$ cat src/rtl/cla_nibble_serial_adder.sv
// Multi-cycle adder: streams WIDTH-bit operands one nibble per cycle through a single
// 4-bit carry-lookahead slice, with valid/ready handshakes on both sides.
module cla_nibble_serial_adder #(
  parameter int unsigned WIDTH = 16
) (
  input  logic             clk,
  input  logic             rst,
  input  logic             in_valid,
  output logic             in_ready,
  input  logic [WIDTH-1:0] a,
  input  logic [WIDTH-1:0] b,
  input  logic             c_in,
  output logic             out_valid,
  input  logic             out_ready,
  output logic [WIDTH-1:0] sum,
  output logic             c_out,
  output logic             overflow
);

  localparam int unsigned Nib  = WIDTH / 4;
  localparam int unsigned IdxW = (Nib > 1) ? $clog2(Nib) : 1;
  localparam logic [IdxW-1:0] LastIdx = IdxW'(Nib - 1);

  typedef enum logic [1:0] {StIdle, StRun, StDone} state_e;

  state_e            state_q, state_d;
  logic [WIDTH-1:0]  a_q, a_d, b_q, b_d, sum_q, sum_d;
  logic              carry_q, carry_d, c_out_q, c_out_d, ovf_q, ovf_d;
  logic [IdxW-1:0]   idx_q, idx_d;

  // Slice operands and results
  logic [3:0] x, y, g, p, c, s;
  logic       g_dot, p_dot, carry_out;

  assign x = a_q[4*idx_q +: 4];
  assign y = b_q[4*idx_q +: 4];

  // 4-bit carry-lookahead slice; c[3] is the carry into the slice MSB
  always_comb begin
    g         = x & y;
    p         = x ^ y;
    c[0]      = carry_q;
    c[1]      = g[0] | (p[0] & c[0]);
    c[2]      = g[1] | (p[1] & g[0]) | (p[1] & p[0] & c[0]);
    c[3]      = g[2] | (p[2] & g[1]) | (p[2] & p[1] & g[0]) | (p[2] & p[1] & p[0] & c[0]);
    s         = p ^ c;
    g_dot     = g[3] | (p[3] & g[2]) | (p[3] & p[2] & g[1]) | (p[3] & p[2] & p[1] & g[0]);
    p_dot     = &p;
    carry_out = g_dot | (p_dot & carry_q);
  end

  always_comb begin
    state_d = state_q;
    a_d     = a_q;
    b_d     = b_q;
    sum_d   = sum_q;
    carry_d = carry_q;
    c_out_d = c_out_q;
    ovf_d   = ovf_q;
    idx_d   = idx_q;
    unique case (state_q)
      StIdle: begin
        if (in_valid) begin
          a_d     = a;
          b_d     = b;
          carry_d = c_in;
          idx_d   = '0;
          state_d = StRun;
        end
      end
      StRun: begin
        sum_d[4*idx_q +: 4] = s;
        carry_d             = carry_out;
        if (idx_q == LastIdx) begin
          idx_d   = '0;
          c_out_d = carry_out;
          ovf_d   = c[3] ^ carry_out;
          state_d = StDone;
        end else begin
          idx_d = idx_q + 1'b1;
        end
      end
      StDone: begin
        if (out_ready) state_d = StIdle;
      end
      default: state_d = StIdle;
    endcase
  end

  always_ff @(posedge clk) begin
    if (rst) begin
      state_q <= StIdle;
      a_q     <= '0;
      b_q     <= '0;
      sum_q   <= '0;
      carry_q <= 1'b0;
      c_out_q <= 1'b0;
      ovf_q   <= 1'b0;
      idx_q   <= '0;
    end else begin
      state_q <= state_d;
      a_q     <= a_d;
      b_q     <= b_d;
      sum_q   <= sum_d;
      carry_q <= carry_d;
      c_out_q <= c_out_d;
      ovf_q   <= ovf_d;
      idx_q   <= idx_d;
    end
  end

  assign in_ready  = (state_q == StIdle);
  assign out_valid = (state_q == StDone);
  assign sum       = sum_q;
  assign c_out     = c_out_q;
  assign overflow  = ovf_q;

endmodule

$ cat config.mk
export PLATFORM = sky130hd
export DESIGN_NAME = cla_nibble_serial_adder
export DESIGN_NICKNAME = d
export VERILOG_FILES = /design/src/rtl/cla_nibble_serial_adder.sv
export SDC_FILE = /design/constraint.sdc
export NUM_CORES = 1
export LEC_CHECK = 0
export BUFFER_PORTS_ARGS = -buffer_cell sky130_fd_sc_hd__buf_2
export CORE_MARGIN = 2
export CORE_UTILIZATION = 35
export DETAILED_ROUTE_END_ITERATION = 8
export SYNTH_ARGS = -nofsm -noshare
export SYNTH_HDL_FRONTEND = slang
export SYNTH_SLANG_ARGS = --single-unit
$ cat constraint.sdc
create_clock -name clk -period 3.7 [get_ports clk]
set_input_delay 0.185 -clock clk [delete_from_list [all_inputs] [get_ports clk]]
set_output_delay 0.185 -clock clk [all_outputs]
set_load 0.01 [all_outputs]
Word level (Yosys, flattened, before mapping) --
Cells that the tools add are included.
Storage, ports and cells: register bits 55, bits of input ports 37, output and inout bits 20, logic and storage cells 66
Operators by class: add/subtract/negate cells 2, eq/ne operators 6, shift-type cells 4, muxes and demuxes 10, bitwise logic cells 29, reductions and logical operators 7
Operators with widths (count):
- $neg 4->34 | 1
- $shift 4x34->16 const A | 1
- $shiftx 4x34->16 | 1
- $shiftx 16x5->4 | 2
- $bwmux 16 | 1
- $and 1x1->1 | 15
- $mux 2 | 5
- $or 1x1->1 | 10
- $xor 4x4->4 | 2
- $pmux 2 s3 | 1
- $reduce_and 2->1 | 3
- $and 4x4->4 | 1
- $eq 2x2->1 const B | 2
- $ne 2x2->1 const B | 2
- $pmux 2 s2 | 1
- $reduce_and 4->1 | 1
- $reduce_and 3->1 | 1
- $add 2x1->2 const B | 1
- $eq 2x1->1 const B | 1
- $logic_not 2->1 | 1
- $ne 2x1->1 const B | 1
- $pmux 1 s2 | 1
- $reduce_bool 2->1 | 1
- $mux 1 | 1
- $xor 1x1->1 | 1

Logic depth before layout (Yosys ltp) --
word-level depth 9, gate-level depth with buffers 7

Least setup slack after synthesis --
Ideal clock, no wire load.
path kind reg-to-reg, start reg idx_q[0], end reg ovf_q (netlist: overflow), setup time 0.103 ns, arrival time 2.534 ns, required time 3.597 ns, slack 1.063 ns, cell stages (with the launch flop) 8, path buffers 1, path through dfxtp_1 -> buf_2 -> mux4_2 -> ha_1 -> a211o_1 -> a21oi_4 -> nor3_2 -> a2111oi_2
On the way: word-level cells in the longest chain between the ends 8
Ends and longest elaborated chain:
- start: declaration | RTL line 29 | logic [IdxW-1:0] idx_q, idx_d;
- start signal: assignment | RTL line 108 | idx_q <= idx_d;
- $shiftx 16x5->4 (on tied branches) | RTL line 35, 36
- $xor 4x4->4 / $and 4x4->4 (equally long branches) | RTL line 41, 40
- $and 1x1->1 | RTL line 47 | g_dot = g[3] | (p[3] & g[2]) | (p[3] & p[2] & g[1]) | (p[3] & p[2] & p[1] & g[0]);
- $or 1x1->1 / $and 1x1->1 (equally long branches) (2 in a row) | RTL line 47
- $or 1x1->1 | RTL line 47
- $or 1x1->1 | RTL line 49 | carry_out = g_dot | (p_dot & carry_q);
- $xor 1x1->1 | RTL line 77 | ovf_d = c[3] ^ carry_out;
- end signal: assignment | RTL line 107 | ovf_q <= ovf_d;
- end: declaration | RTL line 28 | logic carry_q, carry_d, c_out_q, c_out_d, ovf_q, ovf_d;
Parallel ways exist; a longest one is shown, timed or not. A chain may end at the register's enable or synchronous reset.

Worst setup path after layout --
Same ends and word-level chain as after synthesis.

==> results.rst <==
.. list-table::
   :header-rows: 1

   * - Metric
     - Value
   * - Run status
     - finished, final reports clean
   * - Final slew viol count
     - 0
   * - GRT met1 Usage
     - between 20 and 25%
   * - Share of power burned in registers
     - about half
   * - Simple-gate portion of the synthesized area
     - roughly 22%
   * - Ant diodes
     - 0
   * - Cells after Synth
     - roughly 270
   * - Effective utilization at floorplan
     - 36.5%
   * - Number of cells upsized or downsized after cts
     - 0
   * - Maximum fanout count along the critical path
     - 9
   * - Cell area reported after detailed placement
     - between 2000 and 3000 um2
   * - Fraction of registers with async set/reset
     - 0%
   * - Average wire length per cell after detail routing
     - approximately 13 um
   * - CP Data Arrival Time
     - 3050 ps
   * - Relative contribution of combinational cells to total power
     - between 10% and 20%
   * - Fin crit share
     - around three quarters
   * - Master cell of the clock root buffer
     - sky130_fd_sc_hd__clkbuf_8
   * - Post-detailed-route count of antenna-violating nets
     - 0
   * - Post-synth cell types
     - 39
   * - Final setup violating endpoints
     - 0
   * - DRT Pass-1 Iters
     - 4
   * - Met2 usage
     - between 20 and 25%
   * - Largest cells by area after synthesis
     - sky130_fd_sc_hd__dfxtp_1 (44%), sky130_fd_sc_hd__nand2_1 (11%), sky130_fd_sc_hd__a21oi_1 (7.8%)
   * - Final wirelength
     - about 5600 um
   * - DRC violation total after the first TritonRoute iteration
     - 81
   * - Switching portion of total power
     - between 20% and 30%
   * - Adder and majority cell fraction of the synthesized area
     - under 10%
   * - Post-synth top area cell
     - sky130_fd_sc_hd__dfxtp_1
   * - Filler-free cell count of the finished design
     - about 420
   * - Combinational family with the most area after synthesis
     - simple AND/OR/NAND/NOR gates
   * - Int Power
     - about 0.00097 W
   * - Worst setup slack for register-to-register paths
     - 860 ps
   * - Final weighted congestion in routability-driven placement
     - approximately 0.76
   * - Post-Synthesis Cell Area
     - approximately 2500 um2
   * - DIE HEIGHT
     - 88.6 um
   * - Post-placement cell count
     - between 400 and 500
   * - Seq/Total Area, Yosys
     - about 44%
   * - Most common cell in the netlist
     - sky130_fd_sc_hd__nand2_1
   * - Startpoint class of the critical path
     - flop
   * - Warnings, synthesis
     - 0
   * - Setup clock skew after layout
     - around 7 ps
   * - Number of hold violations in the final report
     - 0
   * - Length in cells of the worst reg-to-reg path
     - 7
   * - Time the final worst path needs with I/O delays and setup
     - around 2800 ps
   * - Number of antenna violations at the first check in global routing
     - 0
   * - Clock transition at the registers of the reported paths
     - approximately 100 ps
   * - Via/cell ratio
     - 4.89
   * - Total die area
     - approximately 7900 um2
   * - Portion of synthesized cell area occupied by the leading cell type
     - between 40 and 50%
   * - Capturing point of the worst reg2reg path
     - overflow
   * - Die span in x
     - around 89 um
   * - Total power divided by cell area
     - approximately 440 nW/um2
   * - Total half-perimeter wirelength after legalization and detailed placement
     - a little over 4000 um
   * - Xor-xnor portion of the synthesized cell area
     - 0.998%
   * - Overall fraction of global-route tracks in use
     - between 10 and 15%
   * - Synth-to-layout area growth
     - 18.9%
   * - Synthesized-area fraction occupied by ao, oa, aoi and oai cells
     - between 15 and 20%
   * - Least-Margin Pin Slew
     - ~1200 ps
   * - Syn_area_per_cell
     - a little over 9 um2
   * - Pwr Total
     - approximately 0.0013 W
   * - Required time of the critical path
     - between 3000 and 4000 ps
   * - Depth of the worst hold-timing path
     - 3
   * - FMAX
     - 352 MHz
   * - Post-route cell area
     - roughly 3000 um2
   * - Maximum number of pins on one net before global-route repair
     - 60
   * - Multiplexer share of the synthesized area
     - 7.19%
   * - Net switching power
     - ~0.00033 W
   * - Cts-stage hold buffer count
     - 0
   * - Cell row count
     - 30
   * - Hold crit path type
     - in2reg
   * - Category of the critical setup timing path
     - reg2reg
   * - Most heavily used metal layer in global routing
     - met2
   * - Leak
     - between 1 and 1.5 nW
   * - Via count
     - 2046
   * - Endpoint type of the worst setup path
     - flop
   * - Relative slew margins
     - between 20% and 30%
   * - First-pass GRT wire length
     - about 9300 um
   * - Buffers inserted during post-CTS setup optimization
     - 0
   * - Master of the slowest instance on the critical path
     - sky130_fd_sc_hd__dfxtp_1
   * - TritonCTS clock tree
     - yes
   * - Layout cell share with drive strength beyond 1
     - between 20% and 30%
   * - Number of enable-type register cells in the synthesized netlist
     - 0
   * - Max Buffers Root-to-Sink
     - 2
   * - Clk Latency, worst-skew pair
     - around 310 ps
   * - Top FF cell, synth
     - sky130_fd_sc_hd__dfxtp_1
   * - Via count of the first global-routing pass
     - between 1500 and 2000
   * - Crit path to
     - overflow
   * - Number of levels in the clock H-tree
     - 2
   * - Number of register bits inferred by synthesis
     - 55
   * - Met3 demand-to-capacity share in global routing
     - 3.45%
   * - Cells along the critical path
     - buf_4 -> mux4_2 -> ha_1 -> a211o_1 -> a21oi_4 -> nor3_2 -> a2111oi_2
   * - Number of ports placed on the die boundary
     - 57
   * - Net count of the mapped netlist
     - ~320
   * - Maximum cell stage delay along the critical path
     - 600 ps
   * - Post-Route Setup TNS
     - 0 ps
   * - Launch instance of the worst register-to-register path
     - idx_q[0]
   * - Total congestion overflow
     - 0
   * - Max-cap check violation count
     - 0
   * - Start point of the critical path
     - idx_q[0]
   * - Final Net Count
     - 369
   * - Remaining design rule violation count
     - 0
   * - Number of port buffers
     - 56
   * - Clock network fraction of total power
     - between 30% and 40%
   * - Commonest cells post-synth
     - sky130_fd_sc_hd__nand2_1 (71), sky130_fd_sc_hd__dfxtp_1 (55), sky130_fd_sc_hd__a21oi_1 (39)
   * - Unrepaired setup endpoints after global routing
     - no
   * - IR Drop Worst-Case VDD
     - between 0.15 and 0.2 mV
   * - # clock sinks
     - 55
   * - Placeable core area
     - approximately 6900 um2
   * - Cts bufs inserted
     - 5
through the flow:
stage | util [%] | hold slack (ps) | setup slack (ps)
floorplan | - | 321 | 1060
global placement | 41.3 | 430 | 928
detailed placement | 41.3 | 430 | 846
CTS | 43.4 | 87.2 | 815
global route | 43.4 | 90.1 | 703
finish | 43.4 | 94.4 | 858
critical path, delay by kind of cell (launching register included):
kind | cells | cell delay, ps
AOI/OAI and AO/OA | 3 | 940
DFF | 1 | 600
muxes | 1 | 550
adders and majority gates | 1 | 300
buffers and inverters | 1 | 270
and+or+nand+nor | 1 | 80
layout make-up:
type                    count  area [um2]
multi-input cells         198        1320
flip-flops and latches     55        1100
fillers                   689        3890
inverters                   4        15.0
clock buffers               5        68.8
repair buffers             57         288
clock inverters             3        71.3
well taps                  96         120
layer usage:
metal  part of all wire [%]  wire length (um)  vias up
li1                       -                 -     1040
met1                     48              2710      953
met2                     46              2550       48
met3                    5.2               291        5
met4                   0.82                46        0
met5                      0                 0        -
flip-flops by register name, summed over array words and instances, names as in the netlist:
signal    cells
a_q          16
b_q          16
sum          16
idx_q         2
state_q       2
c_out         1
carry_q       1
overflow      1
worst min-delay path by stage:
stage                     startpoint       to  slack [ps]
after CTS                      a[14]  a_q[14]          90
after floorplan                 a[0]   a_q[0]         320
final                          a[14]  a_q[14]          90
after detailed placement        a[9]   a_q[9]         430
after global placement         a[14]  a_q[14]         430
after global routing            b[4]   b_q[4]          90
cell usage in the layout (no fill, tap or decap), drive strengths merged:
master | netlist | final
a2111oi | 1 | 1
a211oi | 2 | 2
nor2 | 16 | 16
inv | 4 | 5
or2 | 1 | 1
buf | 9 | 57
a221oi | 1 | 1
nand3b | 8 | 8
o21a | 1 | 1
a211o | 1 | 1
o31ai | 4 | 4
fa | 1 | 1
and2 | 1 | 1
a32oi | 4 | 4
nor3 | 2 | 2
and4bb | 1 | 1
nor4b | 1 | 1
nand3 | 2 | 2
ha | 10 | 10
bufinv | 0 | 2
clkbuf | 8 | 5
dfxtp | 55 | 55
a22oi | 8 | 8
mux4 | 8 | 8
nand2b | 5 | 5
nor4 | 1 | 1
a21o | 1 | 1
and3b | 1 | 1
a21oi | 40 | 40
nor2b | 2 | 2
nand2 | 72 | 72
and3 | 1 | 1
xor2 | 2 | 2
cells by family after synthesis:
logic type / after synthesis
and+or+nand+nor: 114
AOI/OAI and AO/OA: 63
DFF: 55
buffers and inverters: 21
adders and majority gates: 11
muxes: 8
xor gates and xnor gates: 2
power by group through the flow:
stage	registers [W]	clock network, W	logic (W)
floorplan	0.000646	0	0.000138
global placement	0.000655	0	0.000180
detailed placement	0.000655	0	0.000184
CTS	0.000641	0.000491	0.000184
global route	0.000645	0.000515	0.000205
finish	0.000640	0.000483	0.000182
Note: power is estimated with default switching activity, not from simulation.
